--- src/rtl/servo_pkg.sv ---
// Shared types and constants for the servo PWM driver: intake FSM states,
// instruction field positions and channel configuration.
package servo_pkg;

    typedef enum logic [1:0] {
        StIdle,
        StCapture,
        StRelease,
        StWaitLow
    } intake_state_e;

    localparam int unsigned CH_HI  = 9;
    localparam int unsigned CH_LO  = 8;
    localparam int unsigned POS_HI = 7;
    localparam int unsigned POS_LO = 0;

    localparam int unsigned N_CH       = 4;
    localparam logic [7:0]  POS_CENTRE = 8'd128;

    // Frame counter width; covers frames of up to 2^20 cycles.
    localparam int unsigned CNT_W = 20;

endpackage

--- src/rtl/servo_pwm_channel.sv ---
// One servo output: holds the frame-aligned position, derives the pulse width
// and registers the PWM level against the shared frame counter.
module servo_pwm_channel
    import servo_pkg::*;
#(
    parameter int unsigned MIN_CYC  = 50_000,
    parameter int unsigned STEP_CYC = 196
) (
    input  logic             clk_i,
    input  logic             reset_i,
    input  logic [CNT_W-1:0] frame_cnt_i,
    input  logic             copy_i,
    input  logic [7:0]       pending_i,
    input  logic             en_i,
    output logic             pwm_o
);

    localparam logic [7:0] Step = 8'(STEP_CYC);

    logic [7:0]       shadow_q, shadow_d;
    logic [15:0]      prod;
    logic [CNT_W-1:0] width;
    logic             pwm_q, pwm_d;

    always_comb begin
        shadow_d = copy_i ? pending_i : shadow_q;
        prod     = {8'd0, shadow_q} * {8'd0, Step};
        width    = CNT_W'(MIN_CYC) + CNT_W'(prod);
        pwm_d    = en_i && (frame_cnt_i < width);
    end

    always_ff @(posedge clk_i) begin
        if (reset_i) begin
            shadow_q <= POS_CENTRE;
            pwm_q    <= 1'b0;
        end else begin
            shadow_q <= shadow_d;
            pwm_q    <= pwm_d;
        end
    end

    assign pwm_o = pwm_q;

endmodule

--- src/rtl/servo_pwm_driver.sv ---
// Four-channel servo PWM driver fed by a serial instruction receiver.
// Optional frame watchdog enabled by defining SERVO_FAILSAFE_EN.
module servo_pwm_driver
    import servo_pkg::*;
#(
    parameter int unsigned FRAME_CYC      = 1_000_000,
    parameter int unsigned MIN_CYC        = 50_000,
    parameter int unsigned STEP_CYC       = 196,
    parameter int unsigned TIMEOUT_FRAMES = 50
) (
    input  logic            clk,
    input  logic            reset,
    input  logic            instruction_ready,
    input  logic [9:0]      instruction,
    output logic            rx_reset,
    output logic [N_CH-1:0] pwm_out,
    output logic            frame_start,
    output logic [7:0]      cmd_count,
    output logic            failsafe
);

    if ((MIN_CYC + 255 * STEP_CYC >= FRAME_CYC) || (TIMEOUT_FRAMES == 0)) begin : g_param_check
        $error("servo_pwm_driver: invalid timing parameters");
    end

    intake_state_e    state_q;
    logic [9:0]       instr_q;
    logic [7:0]       pending_q [N_CH];
    logic [7:0]       cmd_count_q;
    logic             rx_reset_q;
    logic [CNT_W-1:0] frame_cnt_q;
    logic             frame_last;
    logic             capture;
    logic             pwm_en;

    assign capture    = (state_q == StCapture);
    assign frame_last = (frame_cnt_q == CNT_W'(FRAME_CYC - 1));

    // Intake handshake: latch the word, apply it, then pulse rx_reset for one cycle.
    always_ff @(posedge clk) begin
        if (reset) begin
            state_q     <= StIdle;
            instr_q     <= '0;
            cmd_count_q <= '0;
            rx_reset_q  <= 1'b0;
            for (int i = 0; i < N_CH; i++) begin
                pending_q[i] <= POS_CENTRE;
            end
        end else begin
            rx_reset_q <= 1'b0;
            unique case (state_q)
                StIdle: begin
                    if (instruction_ready) begin
                        instr_q <= instruction;
                        state_q <= StCapture;
                    end
                end
                StCapture: begin
                    pending_q[instr_q[CH_HI:CH_LO]] <= instr_q[POS_HI:POS_LO];
                    cmd_count_q <= cmd_count_q + 8'd1;
                    rx_reset_q  <= 1'b1;
                    state_q     <= StRelease;
                end
                StRelease: begin
                    state_q <= StWaitLow;
                end
                StWaitLow: begin
                    if (!instruction_ready) begin
                        state_q <= StIdle;
                    end
                end
                default: state_q <= StIdle;
            endcase
        end
    end

    always_ff @(posedge clk) begin
        if (reset) begin
            frame_cnt_q <= '0;
        end else begin
            frame_cnt_q <= frame_last ? '0 : frame_cnt_q + CNT_W'(1);
        end
    end

    // Gated by reset so the pulse marks the first live cycle of frame 0.
    assign frame_start = !reset && (frame_cnt_q == '0);
    assign rx_reset    = rx_reset_q;
    assign cmd_count   = cmd_count_q;

`ifdef SERVO_FAILSAFE_EN
    localparam int unsigned SilentW = $clog2(TIMEOUT_FRAMES + 1);

    logic [SilentW-1:0] silent_q, silent_d;
    logic               failsafe_q, failsafe_d;
    logic               mute_q, mute_d;

    // Mute only changes at frame boundaries so no pulse is ever truncated.
    always_comb begin
        silent_d   = silent_q;
        failsafe_d = failsafe_q;
        if (capture) begin
            silent_d   = '0;
            failsafe_d = 1'b0;
        end else if (frame_last && !failsafe_q) begin
            silent_d   = silent_q + SilentW'(1);
            failsafe_d = (silent_d == SilentW'(TIMEOUT_FRAMES));
        end
        mute_d = frame_last ? failsafe_d : mute_q;
    end

    always_ff @(posedge clk) begin
        if (reset) begin
            silent_q   <= '0;
            failsafe_q <= 1'b0;
            mute_q     <= 1'b0;
        end else begin
            silent_q   <= silent_d;
            failsafe_q <= failsafe_d;
            mute_q     <= mute_d;
        end
    end

    assign failsafe = failsafe_q;
    assign pwm_en   = !mute_q;
`else
    assign failsafe = 1'b0;
    assign pwm_en   = 1'b1;
`endif

    for (genvar i = 0; i < N_CH; i++) begin : g_ch
        servo_pwm_channel #(
            .MIN_CYC  (MIN_CYC),
            .STEP_CYC (STEP_CYC)
        ) u_ch (
            .clk_i       (clk),
            .reset_i     (reset),
            .frame_cnt_i (frame_cnt_q),
            .copy_i      (frame_last),
            .pending_i   (pending_q[i]),
            .en_i        (pwm_en),
            .pwm_o       (pwm_out[i])
        );
    end

endmodule

--- config.mk ---
export PLATFORM = sky130hd
export DESIGN_NAME = servo_pwm_driver
export DESIGN_NICKNAME = d
export VERILOG_FILES = /design/src/rtl/servo_pkg.sv /design/src/rtl/servo_pwm_channel.sv /design/src/rtl/servo_pwm_driver.sv
export SDC_FILE = /design/constraint.sdc
export NUM_CORES = 1
export LEC_CHECK = 0
export CORE_MARGIN = 2
export CORE_UTILIZATION = 50
export DETAILED_ROUTE_END_ITERATION = 12
export PLACE_DENSITY = 0.65
export SETUP_SLACK_MARGIN = 0.4
export SLEW_MARGIN = 20
export SYNTH_ARGS = -nofsm -noshare
export SYNTH_HDL_FRONTEND = slang
export SYNTH_SLANG_ARGS = --single-unit
--- constraint.sdc ---
create_clock -name clk -period 4.4 [get_ports clk]
set_clock_uncertainty 0.2 [all_clocks]
set_input_delay 0.66 -clock clk [delete_from_list [all_inputs] [get_ports clk]]
set_output_delay 0.66 -clock clk [all_outputs]
set_load 0.01 [all_outputs]
-- Word-level counts from Yosys, hierarchy flattened
Memory sizes are Yosys's and may differ from the RTL's. A register that Yosys moved wholly into a read port is not among the register bits.
Cells that the tools add are included.
- add/sub/neg operators: 6
- multiply operators: 4
- divide/modulo/power cells: 0
- $lt $le $gt $ge: 4
- eq/ne operators: 6
- shifts and indexed selects: 0
- muxes and demuxes: 11
- bitwise gates (word level): 0
- reductions and logical operators: 8
- operator list (kind ; count):
    $lt 20x20->1 ; 4
    $add 16x16->17 const A ; 4
    $mul 8x6->14 const B ; 4
    $add 20x1->20 const B ; 1
    $eq 20x20->1 const B ; 1
    $logic_not 20->1 ; 1
    $add 8x1->8 const B ; 1
    $mux 8 ; 1
    $pmux 2 s4 ; 1
    $reduce_or 8->1 ; 1
    $mux 1 ; 6
    $mux 2 ; 3
    $eq 2x2->1 const B ; 2
    $ne 2x2->1 const B ; 2
    $reduce_and 2->1 ; 2
    $eq 2x1->1 const B ; 1
    $logic_not 2->1 ; 1
    $reduce_or 2->1 ; 1
    $logic_and 1x1->1 ; 1
    $logic_not 1->1 ; 1
- register bits: 45
- latch bits: 0
- RAM bits: 32
- memory bits (read-only): 0
- bits of input ports: 13
- output and inout bits: 15
- logic and storage cells: 49
- memories: 1
- memory list (name ; words ; bits a word ; rd ports ; clocked after Yosys merged registers in ; write ports ; line ; text):
    pending_q ; 4 ; 8 ; 4 ; 4 ; 4 ; servo_pwm_driver.sv:28 ; logic [7:0] pending_q [N_CH];

-- Depth between registers and ports, before layout
Gate-level depths: netlist (run 1).
- depth after elaboration: 6
- mapped depth: 19
- depth with buffers taken out: 19

-- Hierarchy
A second synthesis (run 1) with hierarchy kept.
- cells, all modules: 882
- area total of the unflattened synthesis: 8710.9 µm²
- by module, submodules not included (module ; instances ; cells an instance ; area each (µm²) ; seq. area each (µm²)):
    servo_pwm_driver ; 1 ; 288 ; 3047.9 ; 1781.7
    servo_pwm_channel at g_ch[1].u_ch ... ; 2 ; 149 ; 1417.6 ; 180.2
    servo_pwm_channel at g_ch[0].u_ch ; 1 ; 149 ; 1415.1 ; 180.2
    servo_pwm_channel at g_ch[2].u_ch ; 1 ; 147 ; 1412.6 ; 180.2

-- Worst setup path before layout (run 1)
OpenSTA, ideal clock, no wires.
- path kind: flip-flop to flip-flop
- start point: register g_ch[0].u_ch.shadow_q[2] (read register of pending_q)
- end point: register g_ch[0].u_ch.pwm_q
- library setup time: 74 ps
- arrival time: 3678 ps
- data required time: 4126 ps
- slack: 448 ps
- stages on the path, launching flop included: 18
- buffers on the path: 0
- period minus slack after synthesis: 3952 ps
- cells stage by stage: dfxtp_1 -> ha_1 -> fa_1 -> ha_1 -> ha_1 -> inv_1 -> fa_1 -> nor2b_1 -> o311a_1 -> or4b_1 -> nand3_1 -> a41oi_1 -> xnor2_1 -> ha_1 -> nor2b_1 -> o21ai_0 -> nand2_1 -> a31oi_1
- longest elaborated chain between the ends: 3
- RTL lines (what ; line ; text):
    from (decl) ; servo_pwm_channel.sv:20 ; logic [7:0] shadow_q, shadow_d;
    $mul 8x6->14 ; servo_pwm_channel.sv:27 ; prod = {8'd0, shadow_q} * {8'd0, Step};
    $add 16x16->17 ; servo_pwm_channel.sv:28 ; width = CNT_W'(MIN_CYC) + CNT_W'(prod);
    $lt 20x20->1 ; servo_pwm_channel.sv:29 ; pwm_d = en_i && (frame_cnt_i < width);
    to (signal assigned) ; servo_pwm_channel.sv:38 ; pwm_q <= pwm_d;
    to (decl) ; servo_pwm_channel.sv:23 ; logic pwm_q, pwm_d;
Every way passes these cells.
A chain may end at the register's enable or synchronous reset.

==> reports/metrics.yaml, run 1 <==
synthesis:
  synth_seq_cells: 109
  yosysTopAreaCellShare_pct: 25.9
  synthMuxAreaShare_pct: 0.588
  async_flop_share_pct: 0
  synth_area_um2: 8510
  syn_inst: 909
  yosys.area_share.adder_pct: 28.7
  synth_compound_area_share_pct: 10.6
  yosysTopAreaCell: "ha_1"
  synth_area_per_cell_um2: 9.36
  yosys.area_share.simple_pct: 18.9
  ys_seq_area_share_pct: 29.4
  synth_top_family_by_area: "adder cells"
  synth-edff-count: 32
  synth_xor_area_share_pct: 8.44
  ys_types: 50
  synth-warning-count: 0
  synthTopCellsByArea: "ha_1 (26%), dfxtp_1 (18%), edfxtp_1 (11%)"
  synth_flop_cell: "dfxtp_1"
  synthesis.nets: 1110
floorplan:
  io-pin-count: 28
  rows: 47
  core_area_um2: 16600
  die_h_um: 134
  fp.dieW_um: 134
  die_area_um2: 18100
  start_util_pct: 51.3
power_and_ir_drop:
  power_switching_w: 0.000616
  pwr-share-seq_pct: 50.7
  intPower_w: 0.00167
  power_frac_comb_pct: 10.2
  peakVddDrop_mv: 0.282
  pwr-share-clk_pct: 39.1
  p_leak_nw: 4.57
  switching_share_pct: 27.0
  power_density_nw_per_um2: 234
clock_tree:
  ctsHoldBuffers: 0
  htree_levels: 3
  root_buffer: "clkbuf_16"
  cts_tree: "yes"
  clkLatencyLatePin_ns: 0.36
  clock-sinks: 109
  clk_pin_slew_ns: 0.08
  ctsLongestPathBuffers: 2
  numCtsBuffers: 9
setup_path:
  cp.required_ns: 4.48
  critPathLaunch: "g_ch[3].u_ch.prod[4]"
  crit_arrival_ns: 4.19
  startpoint_type: "flop"
  crit_type: "reg2reg"
  path_max_fanout: 5
  r2r_start: "g_ch[3].u_ch.prod[4]"
  crit_path_end_kind: "flop"
cells_and_area:
  drive_gt1_share_pct: 12.1
  area_growth_pct: 14.5
  nFillCells: 1513
  fin_nets: 1149
  antennaDiodeCount: 0
detailed_routing:
  routedWlPerCell_um: 14.6
  drtIter0Drc: 157
  routed_wl_um: 17100
  drt_first_pass_iters: 4
  remaining_drc_errors: 0
  vias: 6177
  vias_per_cell: 5.27
  antenna_left: 0
placed_design:
  hpwlAfterDp_um: 12900
  io_buffers: 26
  gp_congestion: 0.758
global_route:
  grt_pass1_wl_um: 27900
  antenna_found_initial: 0
  grt_pass1_vias: 5879
  grt_overflow_total: 0
  grtUsageTotal_pct: 19.2
  grt_max_degree: 59
hold_path:
  worstHoldPathType: "reg2reg"
  worstHoldStart: "pending_q[3][7]"
timing:
  worst_slew_pin_slew_ns: 0.587
  period_share_pct: 93.3
  final_hold_viol_count: 0
  setup_viol: 0
  whs_ns: 0.273
  fmax_mhz: 244
  relSlewSlack_pct: 60.9
  fin_tns_setup_ns: 0
  rsz0062_at_grt: "yes"
  final_max_slew_viol_count: 0
  fin_crit_ns: 4.10
flow_run:
  cap_violations: 0
run_status:
  status: "complete, no violations"
-- cells in the final DEF, fill, tap and decap left out, drive strengths merged, types with 2 or more instances in the layout --
| master | count |
|---|---|
| a211oi | 5 |
| a21o | 32 |
| a21oi | 74 |
| a31oi | 8 |
| a41oi | 3 |
| and2 | 33 |
| and3 | 4 |
| and4 | 2 |
| buf | 26 |
| clkbuf | 9 |
| clkdlybuf4s50 | 25 |
| clkinv | 2 |
| dfxtp | 77 |
| edfxtp | 32 |
| fa | 12 |
| ha | 176 |
| inv | 38 |
| mux2i | 5 |
| nand2 | 109 |
| nand2b | 15 |
| nand3 | 30 |
| nand3b | 4 |
| nand4 | 19 |
| nor2 | 52 |
| nor2b | 18 |
| nor3 | 2 |
| nor3b | 6 |
| nor4 | 4 |
| o21ai | 14 |
| o311a | 3 |
| o31ai | 4 |
| or2 | 8 |
| or3 | 7 |
| or4b | 3 |
| xnor2 | 43 |
| xor2 | 39 |
-- flip-flops by register name, summed over array words and instances, names as in the netlist --
name	cells
rx_reset	1
g_ch.u_ch.pwm_o	4
g_ch.u_ch.prod	4
state_q	2
instr_q	10
g_ch.u_ch.shadow_q	28
pending_q	32
cmd_count	8
frame_cnt_q	20
-- path summary, 6_finish.rpt --
check / end / slack [ns] / cells past startpoint
worst max-delay path: g_ch[3].u_ch.pwm_o / 0.30 / 17
worst min-delay path: g_ch[3].u_ch.shadow_q[7] / 0.27 / 2
worst max register to register: g_ch[3].u_ch.pwm_o / 0.30 / 17
worst min register to register: g_ch[3].u_ch.shadow_q[7] / 0.27 / 2
-- stage by stage --
| step | setup WS, ns | instances | utilization, % | instance area, µm² | power [W] |
|---|---|---|---|---|---|
| final | 0.295 | 1173 | 58.7 | 9740 | 0.00228 |
| after detailed placement | 0.134 | 1140 | 54.0 | 8950 | 0.00142 |
| after global routing | 0.0525 | 1173 | 58.7 | 9740 | 0.00238 |
| after global placement | 0.269 | 1140 | 54.0 | 8950 | 0.00142 |
| after floorplan | 0.448 | 909 | - | 8510 | 0.00133 |
| after CTS | 0.281 | 1162 | 57.2 | 9490 | 0.00232 |
-- final cells by class --
class	instances	area, µm²	share of cell area [%]
clock buffers	9	225	2.31
clock inverters	7	108	1.10
inverters	34	128	1.31
multi-input cells	743	6030	61.9
flip-flops and latches	109	2530	26.0
well taps	220	275	2.83
repair buffers	51	443	4.55
-- Yosys cell counts, types with 6 or more instances --
| library cell | number |
|---|---|
| inv_1 | 34 |
| nand2b_1 | 14 |
| a21oi_1 | 74 |
| nor2b_1 | 18 |
| or2_2 | 7 |
| or3_1 | 7 |
| edfxtp_1 | 32 |
| dfxtp_1 | 77 |
| clkbuf_1 | 8 |
| xnor2_1 | 43 |
| nand4_1 | 19 |
| ha_1 | 176 |
| a21o_1 | 32 |
| buf_4 | 6 |
| o21ai_0 | 14 |
| nor3b_1 | 6 |
| nor2_1 | 52 |
| nand2_1 | 109 |
| nand3_1 | 29 |
| xor2_1 | 39 |
| and2_1 | 33 |
| a31oi_1 | 8 |
| fa_1 | 12 |
-- worst max-delay path, stage by stage, from the launching register on --
cell,delay [ns]
dfxtp_4,0.38
ha_4,0.24
fa_1,0.45
ha_1,0.31
ha_1,0.21
inv_1,0.08
fa_2,0.20
nor2b_1,0.05
o311a_1,0.32
or4b_1,0.50
nand3_2,0.12
a41oi_1,0.06
xnor2_1,0.17
ha_1,0.29
nor2b_1,0.13
o21ai_1,0.12
nand2_1,0.06
a31oi_1,0.13
-- power by group through the flow --
stage               registers (W)  clock network [W]  logic [W]
floorplan                 0.00116                  0   0.000169
global placement          0.00119                  0   0.000232
detailed placement        0.00119                  0   0.000236
CTS                       0.00116           0.000920   0.000236
global route              0.00117           0.000950   0.000268
finish                    0.00116           0.000892   0.000234
-- routing by layer --
layer  vias to the layer above  part of all wire, %  GRT usage [%]
met5                         -                    0              0
met3                        23                  2.3           2.72
met4                         0                  2.0           6.67
met1                      2827                   48           25.1
li1                       3273                    -              -
met2                        54                   48           32.5
-- kinds of logic (layout without fill, tap and decap cells) --
group,after synthesis,in the layout
mux,5,5
xor+xnor,82,82
other cells,1,1
simple gates,318,318
compound gates,149,149
fa+ha+maj,188,188
flops,109,109
buf+inv,57,101
-- what timing repair did --
item                       CTS  global route
setup endpoints to repair    4             4
buffers inserted             6            11
pin swaps                   18            37
gates resized for setup     41            32
gates cloned                 0             0
Note: power is estimated with default switching activity, not from simulation.
==> inputs of run 2 (changes only) <==
--- a/config.mk
+++ b/config.mk
@@ -8,6 +8,7 @@
 export CORE_MARGIN = 2
 export CORE_UTILIZATION = 50
 export DETAILED_ROUTE_END_ITERATION = 12
+export GPL_TIMING_DRIVEN = 0
 export PLACE_DENSITY = 0.65
 export SETUP_SLACK_MARGIN = 0.4
 export SLEW_MARGIN = 20
==> run 2 against run 1 <==
Cell count grew 2.1%. Die area is the same. Combinational power grew 4%. Hold slack lost 0.00064 ns. Clock power shrank 8.3%. Critical path type unchanged. Critical endpoint is now g_ch[1].u_ch.pwm_o. Largest power group unchanged. Highest routed layer unchanged.
==> reports/metrics.yaml, run 2 (synthesis results as in run 1) <==
run_status:
  status: "complete, no violations"
power_and_ir_drop:
  intPower_w: 0.00161
  power_switching_w: 0.000602
  switching_share_pct: 27.2
  power_density_nw_per_um2: 222
  power_frac_comb_pct: 11.0
  p_total_w: 0.00221
  pwr-share-seq_pct: 52.0
  pwr-share-clk_pct: 37.0
  peakVddDrop_mv: 0.309
  p_leak_nw: 4.64
floorplan:
  io-pin-count: 28
  die_h_um: 134
  die_area_um2: 18100
  rows: 47
  start_util_pct: 51.3
  core_area_um2: 16600
  fp.dieW_um: 134
cells_and_area:
  largestRegisters: "pending_q x32, g_ch.u_ch.shadow_q x28, frame_cnt_q x20"
  area_growth_pct: 17.2
  drive_gt1_share_pct: 15.3
  design_area_um2: 9970
  largest_register_ff_count: 32
  top_register: "pending_q"
  layout_commonest_cell: "ha_1"
  nFillCells: 1494
  antennaDiodeCount: 0
  mostFrequentLayoutCells: "ha_1 (158), nand2_1 (108), a21oi_1 (68)"
  fin_nets: 1174
  fin_util_pct: 60.1
setup_path:
  crit_buf_inv: 2
  crit_path_end_kind: "flop"
  crit_type: "reg2reg"
  cp_cell_sequence: "ha_4 > fa_1 > ha_1 > ha_2 > inv_2 > fa_2 > nor2b_1 > o311a_1 > or4b_1 > nand3_2 > buf_4 > xnor2_1 > ha_1 > a21oi_2 > nor2b_1 > o21ai_1 > nand2_1 > a31oi_2"
  path_max_fanout: 3
  slowest_delay_ns: 0.49
  reg2reg_slack_ns: 0.27
  crit_arrival_ns: 4.19
  crit_family: "adder cells"
  startpoint_type: "flop"
  cp.required_ns: 4.46
  cpMaxStageDelayCell: "or4b_1"
timing:
  fin_crit_ns: 4.13
  fmax_mhz: 242
  fin_ws_ns: 0.274
  whs_ns: 0.272
  rsz0062_at_grt: "yes"
  setup_viol: 0
  final_hold_viol_count: 0
  worst_slew_pin_slew_ns: 0.798
  relSlewSlack_pct: 46.7
  final_max_slew_viol_count: 0
  period_share_pct: 93.8
detailed_routing:
  wl_met3_um: 406
  drt_first_pass_iters: 7
  antenna_left: 0
  dr_wl_met2_um: 8740
  routed_wl_um: 17700
  vias_per_cell: 5.30
  drtIter0Drc: 223
  vias: 6352
  highest_layer: "met4"
  m1WireLength_um: 8410
  remaining_drc_errors: 0
  routedWlPerCell_um: 14.8
global_route:
  grtUsageTotal_pct: 20.7
  grt_overflow_total: 0
  grt_pass1_wl_um: 30100
  grt_pass1_vias: 6197
  antenna_found_initial: 0
  grt_max_degree: 23
clock_tree:
  clock-sinks: 109
  clkLatencyLatePin_ns: 0.35
  ctsLongestPathBuffers: 2
  clk_pin_slew_ns: 0.08
  cts_tree: "yes"
  root_buffer: "clkbuf_16"
  htree_levels: 3
  numCtsBuffers: 9
placed_design:
  placedInstanceArea_um2: 9040
  hpwlAfterDp_um: 13400
  pre_cts_ws_ns: -0.00841
  gp_congestion: 0.791
  io_buffers: 26
hold_path:
  worstHoldPathType: "reg2reg"
flow_run:
  cap_violations: 0
==> run 2: cell count changes in the layout (fill, tap and decap cells not counted), moves of 4 or more <==
cell	previous run	this run
buf_4	25	33
clkbuf_1	0	8
dfxtp_1	64	58
buf_6	0	5
ha_1	163	158
dfxtp_2	7	11
==> run 2: area by class of cell <==
| cell class | count | area, µm² | share of cell area (%) |
|---|---|---|---|
| multi-input combinational | 743 | 6090 | 61.1 |
| timing repair buffer | 53 | 463 | 4.64 |
| inverter | 34 | 128 | 1.28 |
| sequential | 109 | 2550 | 25.5 |
| buffer | 23 | 151 | 1.52 |
| clock buffer | 9 | 225 | 2.26 |
| clock inverter | 7 | 86.3 | 0.866 |
| tap | 220 | 275 | 2.76 |
==> run 2: worst min-delay path, delay by kind of cell (launching register included) <==
family | cells | cell delay (ns)
AND/OR/NAND/NOR | 2 | 0.12
flip-flops | 1 | 0.33
==> run 2: metrics by stage <==
| stage | cells | setup TNS (ns) |
|---|---|---|
| after CTS | 1188 | 0 |
| after global routing | 1198 | 0 |
| after global placement | 1155 | 0 |
| after floorplan | 909 | 0 |
| final | 1198 | 0 |
| after detailed placement | 1155 | -0.00841 |
==> run 2: power groups by stage <==
| stage | Clock (W) | Combinational [W] | Sequential, W |
|---|---|---|---|
| 6_report | 0.000818 | 0.000244 | 0.00115 |
| 3_5_place_dp | 0 | 0.000247 | 0.00118 |
| 5_1_grt | 0.000881 | 0.000284 | 0.00116 |
| 3_3_place_gp | 0 | 0.000241 | 0.00118 |
| 2_1_floorplan | 0 | 0.000169 | 0.00116 |
| 4_1_cts | 0.000838 | 0.000248 | 0.00115 |
==> run 2: what timing repair did <==
item | in CTS | in global routing
gates resized for setup | 66 | 33
pin swaps | 38 | 38
setup endpoints to repair | 4 | 4
hold buffers | 0 | 0
buffers inserted | 17 | 10
==> run 2: final timing paths <==
kind	depth (start not counted)	start	end
max	18	g_ch[1].u_ch.shadow_q[2]	g_ch[1].u_ch.pwm_o
min	2	pending_q[0][7]	g_ch[0].u_ch.shadow_q[7]
max reg2reg	18	g_ch[1].u_ch.shadow_q[2]	g_ch[1].u_ch.pwm_o
min reg2reg	2	pending_q[0][7]	g_ch[0].u_ch.shadow_q[7]
==> run 2: routing by layer <==
metal  track usage [%]  up-vias
li1                  -     3336
met1              27.0     2930
met2              36.7       68
met3              2.83       18
met4              3.86        0
met5                 0        -
